## src/rtl/crubits_n.sv

```systemverilog
// CRU-addressed bit register for a TI-99 style bus, with optional self-clearing pulse bits.
// Define CRUBITS_READBACK_EN to drive ti_cru_in from the addressed bit; otherwise it is tied low.
module crubits_n #(
   parameter int               NBITS        = 8,
   parameter int               SYNC_STAGES  = 2,
   parameter logic [NBITS-1:0] PULSE_MASK   = '0,
   parameter int               PULSE_CYCLES = 16
) (
   input  logic             clk,
   input  logic             reset_n,
   input  logic [0:3]       cru_base,
   input  logic             ti_cru_clk,
   input  logic             ti_memen,
   input  logic [0:14]      addr,
   input  logic             ti_cru_out,
   output logic             ti_cru_in,
   output logic [0:NBITS-1] bits,
   output logic             bits_wr
);

   localparam logic [7:0] PULSE_LOAD = 8'(PULSE_CYCLES);

   typedef enum logic {IDLE, STROBE} state_t;

   logic [6:0]             idx;
   logic                   sel;
   logic [SYNC_STAGES-1:0] sync_q;
   logic [SYNC_STAGES:0]   vld_pipe_q;
   logic                   edge_q, fall_q, rise_q;
   state_t                 state_q;
   logic                   cap_sel_q, cap_dat_q;
   logic [6:0]             cap_idx_q;
   logic [0:NBITS-1]       bits_q;
   logic                   bits_wr_q;
   logic [7:0]             cnt_q [NBITS];

   assign idx = addr[8:14];
   assign sel = (addr[0:3] == 4'b0001) && (addr[4:7] == cru_base) && (32'(idx) < NBITS);

   // Edges only count once the chain and edge flop hold real samples, so the
   // all-ones reset value can never masquerade as a falling edge.
   always_ff @(posedge clk or negedge reset_n) begin
      if (!reset_n) begin
         sync_q     <= '1;
         vld_pipe_q <= '0;
         edge_q     <= 1'b1;
         fall_q     <= 1'b0;
         rise_q     <= 1'b0;
      end else begin
         sync_q     <= {sync_q[SYNC_STAGES-2:0], ti_cru_clk};
         vld_pipe_q <= {vld_pipe_q[SYNC_STAGES-1:0], 1'b1};
         edge_q     <= sync_q[SYNC_STAGES-1];
         fall_q     <= vld_pipe_q[SYNC_STAGES] &  edge_q & ~sync_q[SYNC_STAGES-1];
         rise_q     <= vld_pipe_q[SYNC_STAGES] & ~edge_q &  sync_q[SYNC_STAGES-1];
      end
   end

   always_ff @(posedge clk or negedge reset_n) begin
      if (!reset_n) begin
         state_q   <= IDLE;
         cap_sel_q <= 1'b0;
         cap_idx_q <= '0;
         cap_dat_q <= 1'b0;
         bits_q    <= '0;
         bits_wr_q <= 1'b0;
         for (int i = 0; i < NBITS; i++) cnt_q[i] <= '0;
      end else begin
         bits_wr_q <= 1'b0;
         for (int i = 0; i < NBITS; i++) begin
            if (PULSE_MASK[i] && cnt_q[i] != 8'd0) begin
               cnt_q[i] <= cnt_q[i] - 8'd1;
               if (cnt_q[i] == 8'd1) bits_q[i] <= 1'b0;
            end
         end
         // A committed write lands after the expiry logic, so it wins the same cycle.
         case (state_q)
            IDLE: if (fall_q) begin
               state_q   <= STROBE;
               cap_sel_q <= sel & ti_memen;
               cap_idx_q <= idx;
               cap_dat_q <= ti_cru_out;
            end
            STROBE: if (rise_q) begin
               state_q <= IDLE;
               if (cap_sel_q) begin
                  bits_wr_q <= 1'b1;
                  for (int i = 0; i < NBITS; i++) begin
                     if (cap_idx_q == 7'(i)) begin
                        bits_q[i] <= cap_dat_q;
                        if (PULSE_MASK[i]) cnt_q[i] <= cap_dat_q ? PULSE_LOAD : 8'd0;
                     end
                  end
               end
            end
            default: state_q <= IDLE;
         endcase
      end
   end

   assign bits    = bits_q;
   assign bits_wr = bits_wr_q;

`ifdef CRUBITS_READBACK_EN
   logic rb_bit;
   always_comb begin
      rb_bit = 1'b0;
      for (int i = 0; i < NBITS; i++)
         if (idx == 7'(i)) rb_bit = bits_q[i];
   end
   assign ti_cru_in = sel & ti_memen & rb_bit;
`else
   assign ti_cru_in = 1'b0;
`endif

endmodule

```

## config.mk

```make
export PLATFORM = sky130hd
export DESIGN_NAME = crubits_n
export DESIGN_NICKNAME = d
export VERILOG_FILES = /design/src/rtl/crubits_n.sv
export SDC_FILE = /design/constraint.sdc
export NUM_CORES = 1
export LEC_CHECK = 0
export BUFFER_PORTS_ARGS = -buffer_cell sky130_fd_sc_hd__buf_2
export CAP_MARGIN = 15
export CORE_MARGIN = 1
export CORE_UTILIZATION = 35
export CTS_CLUSTER_SIZE = 12
export DETAILED_ROUTE_END_ITERATION = 10
export HOLD_SLACK_MARGIN = 0.05
export SLEW_MARGIN = 20
export SYNTH_ARGS = -nofsm -noshare
export SYNTH_HDL_FRONTEND = slang
export SYNTH_SLANG_ARGS = --single-unit
```

## constraint.sdc

```tcl
create_clock -name clk -period 1.7 [get_ports clk]
set_input_delay 0.255 -clock clk [delete_from_list [all_inputs] [get_ports clk]]
set_output_delay 0.255 -clock clk [all_outputs]
set_load 0.005 [all_outputs]
```

==> results.ini, run 1 <==
[status]
status=finished clean

[layout]
diodes=0
fin_util_pct=44.5
synthToLayoutAreaGrowth_pct=21.4
fin_nets=140
stdcell_count=159
drive_gt1_share_pct=50.4

[logic_synthesis]
synth.most_common_cell=dfrtp_1
ys_top_cells_by_count=dfrtp_1, mux2_2, nand3_1
ys_seq_area_share_pct=61.1
synth-async-reset-ratio_pct=100
avgSynthCellArea_sq_um=13.9
yosysTopAreaCell=dfrtp_1
ys_ff_latch=27
synth_cells=80
synth.top_cell.area_share_pct=54.1
synth_edf_count=0
syn_nets=104
synth_area_sq_mm=0.00111
yosys-top-cells-area=dfrtp_1, mux2_2, dfstp_2
synth_cell_types=25
synthFlopType=dfrtp_1
yosys_warnings=0

[critical_path]
worst-path-max-fanout=4
crit_path_start_kind=register
cp.required_ns=1.92
path_class=register to register
crit_path_end_kind=register
arrival_ns=1.66

[cts]
cts_tree=yes
clk_latency_ns=0.31
path_clk_slew_ns=0.14
post_cts_buffers=0
clock-sinks=27
cts-root-buf=clkbuf_4
clk_path_buf_depth=2
htree_levels=1
cts_buffers=3

[floorplanning]
pin_count=34
die_width_microns=58.3
core-area_sq_mm=0.00303
num_rows=20
die_h_microns=58.3
start_util_pct=36.7
die_area_sq_mm=0.00340

[drt]
vias=743
drt-wirelength-per-cell_microns=12.1
drc_errors=0
met1Wirelength_microns=813
top_layer=met4
dr_wl_met2_microns=1010
drtIter0Drc=9
postRouteAntennaNets=0
routed_wl_microns=1930
wl_met3_microns=87
first_pass_iters=3
via_per_inst=4.67

[place]
gp_congestion=0.758
port_buffers=32
dp_hpwl_microns=1490
dp_cells=153

[pwr]
irDropWorstVdd_mv=0.375
p_leak_uw=0.000654
p_per_area_mw_per_mm2=991

[worst_hold_path]
hold_path_class=primary input to register

[timing]
fin_skew_ns=0.00625
fin_crit_sh_pct=84.7
tightestPinTransition_ns=0.580
finalMaxSlewViolations=0
maxSlewHeadroom_pct=61.3
hold_viol_final=0
finalSetupTns_ns=0
rsz0062_at_grt=no
setup_viol=0
fmax_ghz=0.695
fin_crit_ns=1.44

[grt]
grt_pass1_wl_microns=3350
antenna_found_initial=0
overflow=0
grt_max_degree=28
grt_pass1_vias=732
grt_use_total_pct=13.6

[flow_run]
cap_violations=0

[what timing repair did]
| item | 4_1_cts | 5_1_grt |
|---|---|---|
| gates resized for setup | 0 | 0 |
| hold buffers | 2 | 0 |
| hold endpoints to repair | 25 | 0 |
| setup endpoints to repair | 0 | 0 |
[per-layer routing]
layer  up-vias  GRT usage [%]
met4         0           4.08
met3         2           3.96
met1       363           16.4
li1        352              -
met2        26           23.6
met5         -              0
[path summary, 6_finish.rpt]
check,end,cells past startpoint,slack [ns],from
setup / recovery,bits[2]$_DFFE_PN0P_,3,0.26,cap_idx_q[5]$_DFFE_PN0P_
hold / removal,cap_idx_q[0]$_DFFE_PN0P_,2,0.16,addr[14]
setup reg to reg,bits[2]$_DFFE_PN0P_,3,0.26,cap_idx_q[5]$_DFFE_PN0P_
hold reg to reg,vld_pipe_q[1]$_DFF_PN0_,0,0.37,vld_pipe_q[0]$_DFF_PN0_
max in group asynchronous,sync_q[1]$_DFF_PN1_,2,0.86,reset_n
min in group asynchronous,bits[6]$_DFFE_PN0P_,2,0.45,reset_n
[final cells by class]
type | instances | area, sq um
timing repair buffer | 34 | 180
clock buffer | 4 | 26.3
sequential | 27 | 679
tap | 44 | 55.1
fill | 297 | 1680
multi-input combinational | 50 | 408
[per-stage QoR]
stage | cell area [sq um] | hold slack, ns | power, uW | setup WS [ns]
after floorplan | 1110 | -0.0406 | 993 | 0.371
after global placement | 1300 | 0.280 | 1070 | 0.286
after detailed placement | 1300 | 0.289 | 1090 | 0.281
after CTS | 1350 | 0.155 | 1360 | 0.260
after global routing | 1350 | 0.142 | 1430 | 0.180
final | 1350 | 0.160 | 1340 | 0.261
[cell families after synthesis]
logic type / Yosys count / synth area share [%]
xor+xnor: 4 / 3.15
flops: 27 / 61.1
other cells: 2 / 0.676
compound gates: 2 / 0.900
mux: 16 / 16.2
buf+inv: 3 / 2.14
simple gates: 26 / 15.8
[registers in the layout (all words and copies together), names as in the netlist]
name / count
bits: 8
cap_idx_q: 7
vld_pipe_q: 3
sync_q: 2
bits_wr: 1
cap_dat_q: 1
cap_sel_q: 1
edge_q: 1
fall_q: 1
rise_q: 1
state_q: 1
[report_power, final]
part / internal (uW) / switching [uW]
clock network: 91.6 / 171
logic: 133 / 81.0
registers: 745 / 115
total: 969 / 367
[critical path, stage by stage (launching register included)]
cell and delay (ns):
dfrtp_1 0.43, nor4b_2 0.46, nand3_1 0.16, mux2_2 0.29
[placed cells by master, fill, tap and decap left out, drive strengths merged]
cell type and count:
a21oi 1, and3 1, and3b 2, buf 32, clkbuf 4, conb 2
dfrtp 24, dfstp 3, dlygate4sd3 2, mux2 16, nand2 2, nand2b 1
nand3 8, nand4 1, nor2 2, nor2b 1, nor3 2, nor3b 2
nor4 1, nor4b 2, o21ai 1, or4 1, xnor2 1, xor2 3
(Power assumes the default switching activity.)
==> inputs of run 2 (changes only) <==
Clock period 1.7 ns to 1.3 ns, I/O delays scaled along.
==> run 2 against run 1 <==
The flow now finishes with violations (negative setup slack). Die area did not move. Sequential share of layout area fell by 2.1 points. Highest routed layer unchanged. Sequential power rose by 31%. Critical path type unchanged. Routed wire length fell by 2.0%. Global-route usage fell by 1.0 points. Final cell count rose by 2.5%. First-iteration DRC count rose by 56%.
==> results.ini, run 2 (synthesized netlist as in run 1, its figures left out) <==
[status]
status=finished with violations
violations=negative setup slack

[cts]
clk_path_buf_depth=2
clock-sinks=27
cts_tree=yes
clk_latency_ns=0.32
cts_buffers=3
htree_levels=1
cts-root-buf=clkbuf_4
path_clk_slew_ns=0.14

[critical_path]
slowest_delay_ns=0.45
worstPathBufferInverterCount=1
cp.required_ns=1.52
r2r_setup_slack_ns=-0.07
path_cells=nor4b_2 > buf_4 > nand3_2 > mux2_4
slowest_stage=dfrtp_1
crit_path_start_kind=register
r2r-end=bits[6]$_DFFE_PN0P_
crit-reg2reg-launch=cap_idx_q[4]$_DFFE_PN0P_
path_class=register to register
cp_top_family=flip-flops
crit_path_end_kind=register
worstRegToRegCells=4
arrival_ns=1.58
worst-path-max-fanout=4

[grt]
grt_use_total_pct=12.6
grt_pass1_wl_microns=3140
overflow=0
grt_max_degree=28
grt_pass1_vias=684
antenna_found_initial=0

[place]
port_buffers=32
pre_cts_ws_ns=-0.0266
dp_hpwl_microns=1420
gp_congestion=0.768

[timing]
fin_crit_ns=1.37
finalMaxSlewViolations=0
fin_skew_ns=0.00857
hold_viol_final=0
whs_ns=0.0935
fmax_ghz=0.733
tightestPinTransition_ns=0.584
setup_viol=8
maxSlewHeadroom_pct=61.1
fin_crit_sh_pct=105
worst_slack_ns=-0.0652
rsz0062_at_grt=yes

[drt]
vias=743
via_per_inst=4.56
postRouteAntennaNets=0
drc_errors=0
drt-wirelength-per-cell_microns=11.6
first_pass_iters=4
routed_wl_microns=1890
drtIter0Drc=14

[layout]
final_cell_mix=buf_2, dfrtp_1, mux2_2, nand3_1, buf_4
drive_gt1_share_pct=55.5
synthToLayoutAreaGrowth_pct=26.7
nFillCells=287
final_common_cell=buf_2
largest_reg_flops=8
fin_nets=144
diodes=0

[worst_hold_path]
hold_path_class=primary input to register
hold_start=ti_cru_out
holdPathEnd=cap_dat_q$_DFFE_PN0P_
holdPathStages=2

[pwr]
p_leak_uw=0.000682
irDropWorstVdd_mv=0.595
p_per_area_mw_per_mm2=1300

[floorplanning]
pin_count=34
core-area_sq_mm=0.00303
die_width_microns=58.3
num_rows=20
die_area_sq_mm=0.00340
start_util_pct=36.7
die_h_microns=58.3

[flow_run]
cap_violations=0

-- run 2: cell type report --
type,count,area (sq um),area share [%]
sequential,27,679,48.3
multi-input combinational,50,435,30.9
tap,44,55.1,3.91
timing repair buffer,38,210,14.9
clock inverter,1,5.00,0.356
clock buffer,3,22.5,1.60
-- run 2: per-stage QoR --
stage	TNS, ns	util (%)	cell area, sq um	std cells	total power, uW
after floorplan	0	-	1110	80	1300
after global placement	-0.0233	43.8	1330	156	1420
after detailed placement	-0.0642	43.8	1330	156	1440
after CTS	-0.172	45.9	1390	163	1820
after global routing	-0.755	46.5	1410	163	1940
final	-0.215	46.5	1410	163	1830
-- run 2: what timing repair did --
item / 4_1_cts / 5_1_grt
pin swaps: 1 / 0
hold buffers: 2 / 0
gates resized for setup: 2 / 3
hold endpoints to repair: 25 / 0
endpoints found under the setup margin: 8 / 8
buffers inserted: 1 / 0
-- run 2: where the power goes --
part	total (uW)	internal, uW	switching (uW)
logic	349	213	135
registers	1130	974	156
clock network	354	115	238
total	1830	1300	529
-- run 2: how the worst max path moves through the flow --
stage	startpoint	endpoint	slack (ns)	cells after the start
global placement	cap_idx_q[5]$_DFFE_PN0P_	bits[6]$_DFFE_PN0P_	-0.01	4
global route	cap_idx_q[1]$_DFFE_PN0P_	bits[4]$_DFFE_PN0P_	-0.12	4
CTS	cap_idx_q[4]$_DFFE_PN0P_	bits[6]$_DFFE_PN0P_	-0.05	4
detailed placement	cap_idx_q[5]$_DFFE_PN0P_	bits[6]$_DFFE_PN0P_	-0.03	4
finish	cap_idx_q[4]$_DFFE_PN0P_	bits[6]$_DFFE_PN0P_	-0.07	4
floorplan	cap_idx_q[5]$_DFFE_PN0P_	bits[2]$_DFFE_PN0P_	0.03	3
-- run 2: metal layers --
| metal | share of wire, % | vias up | track usage [%] |
|---|---|---|---|
| li1 | - | 362 | - |
| met1 | 48 | 355 | 16.9 |
| met5 | 0 | - | 0 |
| met3 | 4.2 | 2 | 1.98 |
| met2 | 47 | 24 | 19.5 |
| met4 | 0.90 | 0 | 7.14 |
==> inputs of run 3 (changes only) <==
Settings changed: BUFFER_PORTS_ARGS -buffer_cell sky130_fd_sc_hd__buf_2 to default, DONT_BUFFER_PORTS from default to 1.
==> run 3 against run 2 <==
The run still ends with negative setup slack left. Via count decreased by 8.7%. Core utilization decreased by 1.7 points. Non-clock buffer count decreased by 20. Critical endpoint unchanged. Setup slack improved by 0.0059 ns. Count of clock-buffer cells in the layout unchanged. Critical path depth unchanged. Clock skew decreased by 0.0018 ns.
==> results.ini, run 3 (synthesized netlist as in run 1, its figures left out) <==
[cts]
htree_levels=1
clk_path_buf_depth=2
cts-root-buf=clkbuf_4
clock-sinks=27
clk_latency_ns=0.32
cts_tree=yes
cts_buffers=3
path_clk_slew_ns=0.14

[drt]
top_layer=met4
drc_errors=0
routed_wl_microns=1900
wl_met3_microns=98
via_per_inst=4.74
drtIter0Drc=6
drt-wirelength-per-cell_microns=13.3
dr_wl_met2_microns=980
met1Wirelength_microns=808
postRouteAntennaNets=0
vias=678
first_pass_iters=4

[floorplanning]
pin_count=34
die_area_sq_mm=0.00340
die_h_microns=58.3
core-area_sq_mm=0.00303
die_width_microns=58.3
start_util_pct=36.7
num_rows=20

[critical_path]
arrival_ns=1.58
crit_start=cap_idx_q[4]$_DFFE_PN0P_
crit_path_end_kind=register
crit_end=bits[6]$_DFFE_PN0P_
cp.required_ns=1.52
r2r-end=bits[6]$_DFFE_PN0P_
r2r_setup_slack_ns=-0.06
crit_path_start_kind=register
path_class=register to register
worst-path-max-fanout=4
path_cells=nor4b_2 > buf_4 > nand3_1 > mux2_2
crit-reg2reg-launch=cap_idx_q[4]$_DFFE_PN0P_
worstRegToRegCells=4
slowest_delay_ns=0.44
slowest_stage=dfrtp_1

[layout]
seq_area_sq_um=679
postLayoutCellArea_sq_mm=0.00136
drive_gt1_share_pct=33.3
diodes=0
nFillCells=299
largest_reg_flops=8
fin_nets=124
stdcell_count=143
final_common_cell=dfrtp_1
multiInputGateArea_sq_um=413
final_cell_mix=dfrtp_1, mux2_2, dlygate4sd3_1, nand3_1, buf_4
synthToLayoutAreaGrowth_pct=22.0

[pwr]
p_sw_uw=492
p_per_area_mw_per_mm2=1320
intPower_uw=1300
irDropWorstVdd_mv=0.606
clkPwrFrac_pct=19.7
p_leak_uw=0.000592
seqPwrFrac_pct=62.3
pwr-share-comb_pct=18.0
switching_share_pct=27.5

[timing]
fin_skew_ns=0.00679
finalSetupTns_ns=-0.211
worst_slack_ns=-0.0593
fmax_ghz=0.736
setup_viol=6
fin_crit_sh_pct=105
rsz0062_at_grt=yes
fin_crit_ns=1.36
finalMaxSlewViolations=0
hold_viol_final=0

[flow_run]
cap_violations=0

[place]
dp_cells=124
gp_congestion=0.751
placed_area_sq_mm=0.00116
port_buffers=0
dp_hpwl_microns=1360
pre_cts_ws_ns=-0.0342

[grt]
grt_use_total_pct=13.2
grt_max_degree=28
grt_pass1_vias=720
antenna_found_initial=0
grt_pass1_wl_microns=3330
overflow=0

[status]
violations=negative setup slack
status=finished with violations

[worst_hold_path]
hold_path_class=primary input to register

==> run 3: cell count changes in the layout (fill, tap and decap cells not counted), moves of 2 or more <==
cell	previous run	this run
buf_2	32	0
dlygate4sd3_1	2	13
nand3_1	5	7
nand3_2	3	1
==> run 3: repair_timing <==
action	in CTS	in global routing
hold buffers	14	0
gates resized for setup	1	0
endpoints found under the setup margin	8	8
cloned	0	0
hold endpoints to repair	37	0
pin swaps	1	1
buffers inserted	1	0
==> run 3: metal layers <==
metal  up-vias  track usage [%]
li1        320                -
met1       332             16.8
met2        24             21.7
met3         2             2.64
met4         0             6.12
met5         -                0
==> run 3: cell type report <==
| cell class | instances | share of cell area, % |
|---|---|---|
| clock buffer | 3 | 1.66 |
| clock inverter | 1 | 0.369 |
| multi-input combinational | 50 | 30.5 |
| sequential | 27 | 50.1 |
| tap | 44 | 4.06 |
| timing repair buffer | 18 | 13.3 |
==> run 3: worst max-delay path: cells and delay by family, from the launching register on <==
kind | cells | cell delay (ns)
buffers and inverters | 1 | 0.17
flip-flops | 1 | 0.44
multiplexers | 1 | 0.28
AND/OR/NAND/NOR | 2 | 0.36
==> run 3: through the flow <==
step / total power [uW] / hold WS (ns) / utilization [%]
after floorplan: 1300 / -0.101 / -
after global placement: 1360 / -0.0997 / 38.5
after detailed placement: 1380 / -0.100 / 38.5
after CTS: 1810 / 0.0571 / 44.8
after global routing: 1900 / 0.0691 / 44.8
final: 1790 / 0.0679 / 44.8
==> run 3: worst min path at each step <==
stage,depth (start not counted),end,startpoint,slack [ns]
2_1_floorplan,0,bits[0]$_DFFE_PN0P_,reset_n,-0.10
3_5_place_dp,0,bits_wr$_DFF_PN0_,reset_n,-0.10
4_1_cts,3,cap_sel_q$_DFFE_PN0P_,addr[7],0.06
6_report,3,cap_sel_q$_DFFE_PN0P_,addr[7],0.07
3_3_place_gp,0,bits_wr$_DFF_PN0_,reset_n,-0.1
5_1_grt,3,cap_sel_q$_DFFE_PN0P_,addr[7],0.07
==> run 3: power by group through the flow <==
stage	Sequential (uW)	Clock, uW	Combinational (uW)
2_1_floorplan	1100	0	203
6_report	1110	352	323
4_1_cts	1120	367	325
3_3_place_gp	1130	0	230
3_5_place_dp	1140	0	240
5_1_grt	1150	397	362
